`src/rtl/fastclk_sel_ctrl.sv`:
```
`timescale 1ns/1ps
// Fast-clock mux sequencer: qualifies ext clock by edges per window, switches the mux select inside a
// gated quiet period (en low 2*QUIET_CYCLES+1 cycles); no request queueing, falls back to divided clock on loss.
module fastclk_sel_ctrl #(
    parameter int WINDOW_CYCLES = 1024,
    parameter int MIN_EDGES     = 120,
    parameter int MAX_EDGES     = 150,
    parameter int GOOD_WINDOWS  = 4,
    parameter int QUIET_CYCLES  = 16
) (
    input  logic        clk,
    input  logic        rst_n,
    input  logic        ext_clk_in,
    input  logic        sel_req_ext,
    input  logic        force_div,
    output logic        fast_clk_sel,
    output logic        fast_clk_en,
    output logic        busy,
    output logic        ext_ok,
    output logic        fallback_evt,
    output logic [15:0] edge_count
);
    localparam int WIN_W = (WINDOW_CYCLES > 1) ? $clog2(WINDOW_CYCLES) : 1;
    localparam int TMR_W = $clog2(QUIET_CYCLES + 1);
    localparam int GR_W  = $clog2(GOOD_WINDOWS + 1);

    localparam logic [WIN_W-1:0] WIN_MAX   = WIN_W'(WINDOW_CYCLES - 1);
    localparam logic [TMR_W-1:0] TMR_INIT  = TMR_W'(QUIET_CYCLES - 1);
    localparam logic [GR_W-1:0]  GR_MAX    = GR_W'(GOOD_WINDOWS);
    localparam logic [15:0]      MIN_E     = 16'(MIN_EDGES);
    localparam logic [15:0]      MAX_E     = 16'(MAX_EDGES);

    typedef enum logic [1:0] {RUN, GATE, SWITCH, SETTLE} state_t;

    state_t           state_q, state_d;
    logic [TMR_W-1:0] timer_q, timer_d;
    logic             sel_q, sel_d;
    logic             en_q, en_d;
    logic             busy_q, busy_d;
    logic             fb_q, fb_d;
    logic             ext_ok_q, ext_ok_d;
    logic             sync1_q, sync2_q, sync3_q;
    logic             sync1_d, sync2_d, sync3_d;
    logic [15:0]      edge_cnt_q, edge_cnt_d;
    logic [15:0]      edge_count_q, edge_count_d;
    logic [WIN_W-1:0] win_cnt_q, win_cnt_d;
    logic [GR_W-1:0]  good_run_q, good_run_d;

    logic        rise;
    logic        win_end;
    logic        win_good;
    logic [15:0] edge_inc;
    logic        target;

    // Edge monitor: synchronize, detect rising edges, close a window every WINDOW_CYCLES.
    always_comb begin
        sync1_d  = ext_clk_in;
        sync2_d  = sync1_q;
        sync3_d  = sync2_q;
        rise     = sync2_q & ~sync3_q;
        edge_inc = (edge_cnt_q == 16'hFFFF) ? edge_cnt_q : edge_cnt_q + {15'd0, rise};
        win_end  = (win_cnt_q == WIN_MAX);
        win_good = (edge_inc >= MIN_E) && (edge_inc <= MAX_E);

        win_cnt_d    = win_end ? '0 : win_cnt_q + 1'b1;
        edge_cnt_d   = win_end ? 16'd0 : edge_inc;
        edge_count_d = win_end ? edge_inc : edge_count_q;
        good_run_d   = good_run_q;
        if (win_end) begin
            if (!win_good) begin
                good_run_d = '0;
            end else if (good_run_q != GR_MAX) begin
                good_run_d = good_run_q + 1'b1;
            end
        end
        ext_ok_d = (good_run_d == GR_MAX);
    end

    assign target = sel_req_ext & ext_ok_q & ~force_div;

    always_comb begin
        state_d = state_q;
        timer_d = timer_q;
        sel_d   = sel_q;
        en_d    = en_q;
        fb_d    = 1'b0;
        unique case (state_q)
            RUN: begin
                en_d = 1'b1;
                if (target != sel_q) begin
                    state_d = GATE;
                    timer_d = TMR_INIT;
                    en_d    = 1'b0;
                    fb_d    = sel_q & ~ext_ok_q;
                end
            end
            GATE: begin
                if (timer_q == '0) state_d = SWITCH;
                else               timer_d = timer_q - 1'b1;
            end
            SWITCH: begin
                sel_d   = target;
                timer_d = TMR_INIT;
                state_d = SETTLE;
            end
            SETTLE: begin
                if (timer_q != '0) begin
                    timer_d = timer_q - 1'b1;
                end else if (target == sel_q) begin
                    state_d = RUN;
                    en_d    = 1'b1;
                end else begin
                    // Request flipped while gated: go straight back into another quiet period.
                    state_d = GATE;
                    timer_d = TMR_INIT;
                end
            end
            default: begin
                state_d = SETTLE;
                timer_d = TMR_INIT;
                en_d    = 1'b0;
            end
        endcase
        busy_d = (state_d != RUN);
    end

    always_ff @(posedge clk or negedge rst_n) begin
        if (!rst_n) begin
            state_q      <= SETTLE;
            timer_q      <= TMR_INIT;
            sel_q        <= 1'b0;
            en_q         <= 1'b0;
            busy_q       <= 1'b1;
            fb_q         <= 1'b0;
            ext_ok_q     <= 1'b0;
            sync1_q      <= 1'b0;
            sync2_q      <= 1'b0;
            sync3_q      <= 1'b0;
            edge_cnt_q   <= 16'd0;
            edge_count_q <= 16'd0;
            win_cnt_q    <= '0;
            good_run_q   <= '0;
        end else begin
            state_q      <= state_d;
            timer_q      <= timer_d;
            sel_q        <= sel_d;
            en_q         <= en_d;
            busy_q       <= busy_d;
            fb_q         <= fb_d;
            ext_ok_q     <= ext_ok_d;
            sync1_q      <= sync1_d;
            sync2_q      <= sync2_d;
            sync3_q      <= sync3_d;
            edge_cnt_q   <= edge_cnt_d;
            edge_count_q <= edge_count_d;
            win_cnt_q    <= win_cnt_d;
            good_run_q   <= good_run_d;
        end
    end

    assign fast_clk_sel = sel_q;
    assign fast_clk_en  = en_q;
    assign busy         = busy_q;
    assign ext_ok       = ext_ok_q;
    assign fallback_evt = fb_q;
    assign edge_count   = edge_count_q;
endmodule

```
`config.mk`:
```
export PLATFORM = sky130hd
export DESIGN_NAME = fastclk_sel_ctrl
export DESIGN_NICKNAME = d
export VERILOG_FILES = /design/src/rtl/fastclk_sel_ctrl.sv
export SDC_FILE = /design/constraint.sdc
export NUM_CORES = 1
export LEC_CHECK = 0
export ABC_AREA = 1
export BUFFER_PORTS_ARGS = -buffer_cell sky130_fd_sc_hd__buf_2
export CAP_MARGIN = 0
export CORE_MARGIN = 2
export CORE_UTILIZATION = 40
export CTS_CLUSTER_DIAMETER = 40
export CTS_CLUSTER_SIZE = 20
export DETAILED_ROUTE_END_ITERATION = 12
export SETUP_SLACK_MARGIN = 0.15
export SLEW_MARGIN = 40
export SYNTH_ARGS = -nofsm -noshare
export SYNTH_HDL_FRONTEND = slang
export SYNTH_SLANG_ARGS = --single-unit
```
`constraint.sdc`:
```
create_clock -name clk -period 3.7 [get_ports clk]
set_input_delay 0.37 -clock clk [delete_from_list [all_inputs] [get_ports clk]]
set_output_delay 0.37 -clock clk [all_outputs]
set_load 0.03 [all_outputs]
```
==> summary.txt <==
Timing
  – Slew headroom: 0.6135
  – Setup TNS: 0 ps
  – RSZ-0062 raised after global routing: no
  – Final hold vios: 0
  – Post-route clock period utilization: 0.6333
  – PnR worst setup slack: 1357 ps
  – Final slew viol count: 0
  – Minimum clock period: 2343 ps
  – Setup-failing EPs final: 0
  – Final Skew: 8.418 ps
  – Highest clock rate: 426.8 MHz
  – Worst-Margin Slew: 579.7 ps

Logic synthesis
  – Synth Cell Area: 0.003038 mm2
  – Yosys cell types: 31
  – Fraction of registers with async set/reset: 1.000
  – #FFs+latches synth: 60
  – Area share of the largest cell type after synthesis: 0.4366
  – Top_reg_cell synth: dfrtp_1
  – EDFF count, synth: 0
  – Synth warnings: 0
  – Cell count after synthesis: 371
  – Net Count, Synth: 382
  – Top cell type by total area after synthesis: dfrtp_1
  – Seq/Total Area, Yosys: 0.4971
  – Area contributors post-synth: dfrtp_1 44%, nand2_1 12%, inv_1 6.2%
  – Mapped Avg Cell Area: 8.188 um2

Clocking
  – Worst-Skew Late Latency: 340 ps
  – H-tree levels: 3
  – Clk pin slew, worst setup/hold paths: 70 ps
  – Postcts setup bufs: 0
  – TritonCTS Buffers: 9
  – Sink Count: 60
  – Hold buffer count at CTS: 0
  – CTS resizes: 0
  – Clk root buf: clkbuf_8
  – CTS Buffer Depth: 2
  – CTS tree: yes

Floorplan
  – I/O pin count: 26
  – Horiz. Die Dim: 91.15 um
  – Site Rows: 31
  – Initial core utilization: 0.4166
  – Total core area: 0.007292 mm2
  – Die area: 0.008308 mm2
  – Die Height: 91.15 um

Critical path
  – WP data required: 3980 ps
  – Worst Setup End Kind: register
  – WP data arrival: 2620 ps
  – Startpoint Class: register
  – WS Path Type: reg2reg
  – CP max FO: 37

Finish
  – Layout cells sized above 1: 0.2132
  – Area Overhead vs Synth: 15.12%
  – Commonest cells after routing, fill and taps aside: 96 x nand2_1, 53 x dfrtp_1, 50 x inv_1
  – Non-Filler Instances: 507
  – Nets: 414
  – Most common cell after layout, fill and taps aside: nand2_1
  – Design Area, Final: 0.003497 mm2
  – N_diodes: 0
  – Final Util: 0.4796
  – Layout fillers: 763

Detailed routing
  – Total wire length: 5926 um
  – Via count: 2390
  – Drt wl/cell: 11.69 um
  – Residual DRC: 0
  – Uppermost routed layer: met4
  – Wl on met1: 2913 um
  – Antenna Nets Post-Route: 0
  – Initial DRT Pass Iterations: 5
  – Iter 0 DRT Violations: 103
  – Number of vias per cell: 4.714
  – Met2 routed WL: 2776 um
  – Met3 Wirelength: 213 um

Global route
  – GRT Util Overall: 0.1666
  – Largest net degree at the start of global routing: 48
  – Vias in the first global route: 2389
  – Global route overflow: 0
  – Initial antenna violation count: 0
  – First-pass GRT wire length: 11050 um

Place
  – Final HPWL DP: 4345 um
  – Placed cell areas: 0.003272 mm2
  – Number of I/O port buffers: 25
  – Placed cells: 491
  – Pre-CTS WS: 1338 ps
  – Global placement routability congestion: 0.8377

Power
  – Pwr/cell area: 451.3 mW/mm2
  – VDD IR max: 315.1 uV
  – Leak Pwr: 1.773 nW

Run status
  – Status: completed

Min path
  – Worst hold-check path type: in2async

Flow run
  – Max cap viols: 0
==> power breakdown <==
| part | internal, mW | leakage, nW | switching (mW) |
|---|---|---|---|
| sequential | 0.688 | 0.776 | 0.0437 |
| combinational | 0.0636 | 0.892 | 0.124 |
| clock | 0.396 | 0.105 | 0.263 |
| total | 1.15 | 1.77 | 0.431 |
==> worst max-delay path: stages (launching register included) <==
cell,delay [ps]
dfrtp_1,360
ha_1,180
nand3_1,110
nor2_1,100
nand2_1,100
nor3_2,170
nand2_1,140
nor2_4,90
buf_4,270
inv_2,280
nor2_1,160
nand4_1,120
nand2_2,90
nand2_2,50
nor2_2,60
==> synthesized netlist by cell type (3+ instances only) <==
master    count
o21ai_0      19
nand2_1      96
or2_2         3
nand4_1      11
nor2_2        4
nand3_1      19
xor2_1        9
nor2_1       41
nor2_4        5
inv_1        50
a21oi_1       6
o21ai_2       4
nand2_4       3
ha_1          6
dfrtp_1      53
o21ai_1       3
inv_2         6
dfstp_2       7
clkbuf_1      3
nand2_2       9
==> state kept, by name, indices dropped and copies added, names as in the netlist <==
name / cells
good_run_q: 3
edge_count: 16
sync3_q: 1
ext_ok: 1
edge_cnt_q: 16
sync1_q: 1
fallback_evt: 1
fast_clk_en: 1
timer_q: 5
state_q: 2
fast_clk_sel: 1
sync2_q: 1
win_cnt_q: 10
busy: 1
==> layer usage <==
| layer | vias to the layer above | global-route usage |
|---|---|---|
| li1 | 1219 | - |
| met1 | 1136 | 0.2203 |
| met2 | 32 | 0.2679 |
| met3 | 3 | 0.05311 |
| met4 | 0 | 0.03788 |
| met5 | - | 0 |
==> final timing paths <==
kind	to	slack [ps]	start	cells after the start
min in group clk	sync1_q$_DFF_PN0_	140	ext_clk_in	1
worst min register to register	sync2_q$_DFF_PN0_	350	sync1_q$_DFF_PN0_	0
max in group asynchronous	edge_cnt_q[6]$_DFF_PN0_	3050	rst_n	2
worst max register to register	ext_ok$_DFF_PN0_	1360	win_cnt_q[0]$_DFF_PN0_	14
worst min-delay path	sync3_q$_DFF_PN0_	10	rst_n	1
worst max-delay path	ext_ok$_DFF_PN0_	1360	win_cnt_q[0]$_DFF_PN0_	14
==> final cells by class <==
class / count / area (um2) / area share
sequential: 60 / 1510 / 0.4318
timing repair buffer: 27 / 142.6 / 0.04079
clock buffer: 10 / 137.6 / 0.03936
multi-input combinational: 249 / 1285 / 0.3674
clock inverter: 6 / 87.58 / 0.02504
tap: 99 / 123.9 / 0.03542
inverter: 56 / 210.2 / 0.06011
==> per-stage QoR <==
step	hold WS [ps]	power, mW
after floorplan	74.41	0.8724
after global placement	335.7	0.9278
after detailed placement	343.6	0.9293
after CTS	40.96	1.599
after global routing	78.39	1.663
final	9.821	1.578
==> kinds of logic after synthesis <==
kind of cell	share of synthesized area
AOI/OAI and AO/OA	0.06507
xor gates and xnor gates	0.02883
adders and majority gates	0.02471
buffers and inverters	0.07990
DFF	0.4971
and+or+nand+nor	0.3044
No activity file was read; power rests on OpenSTA's default activity.
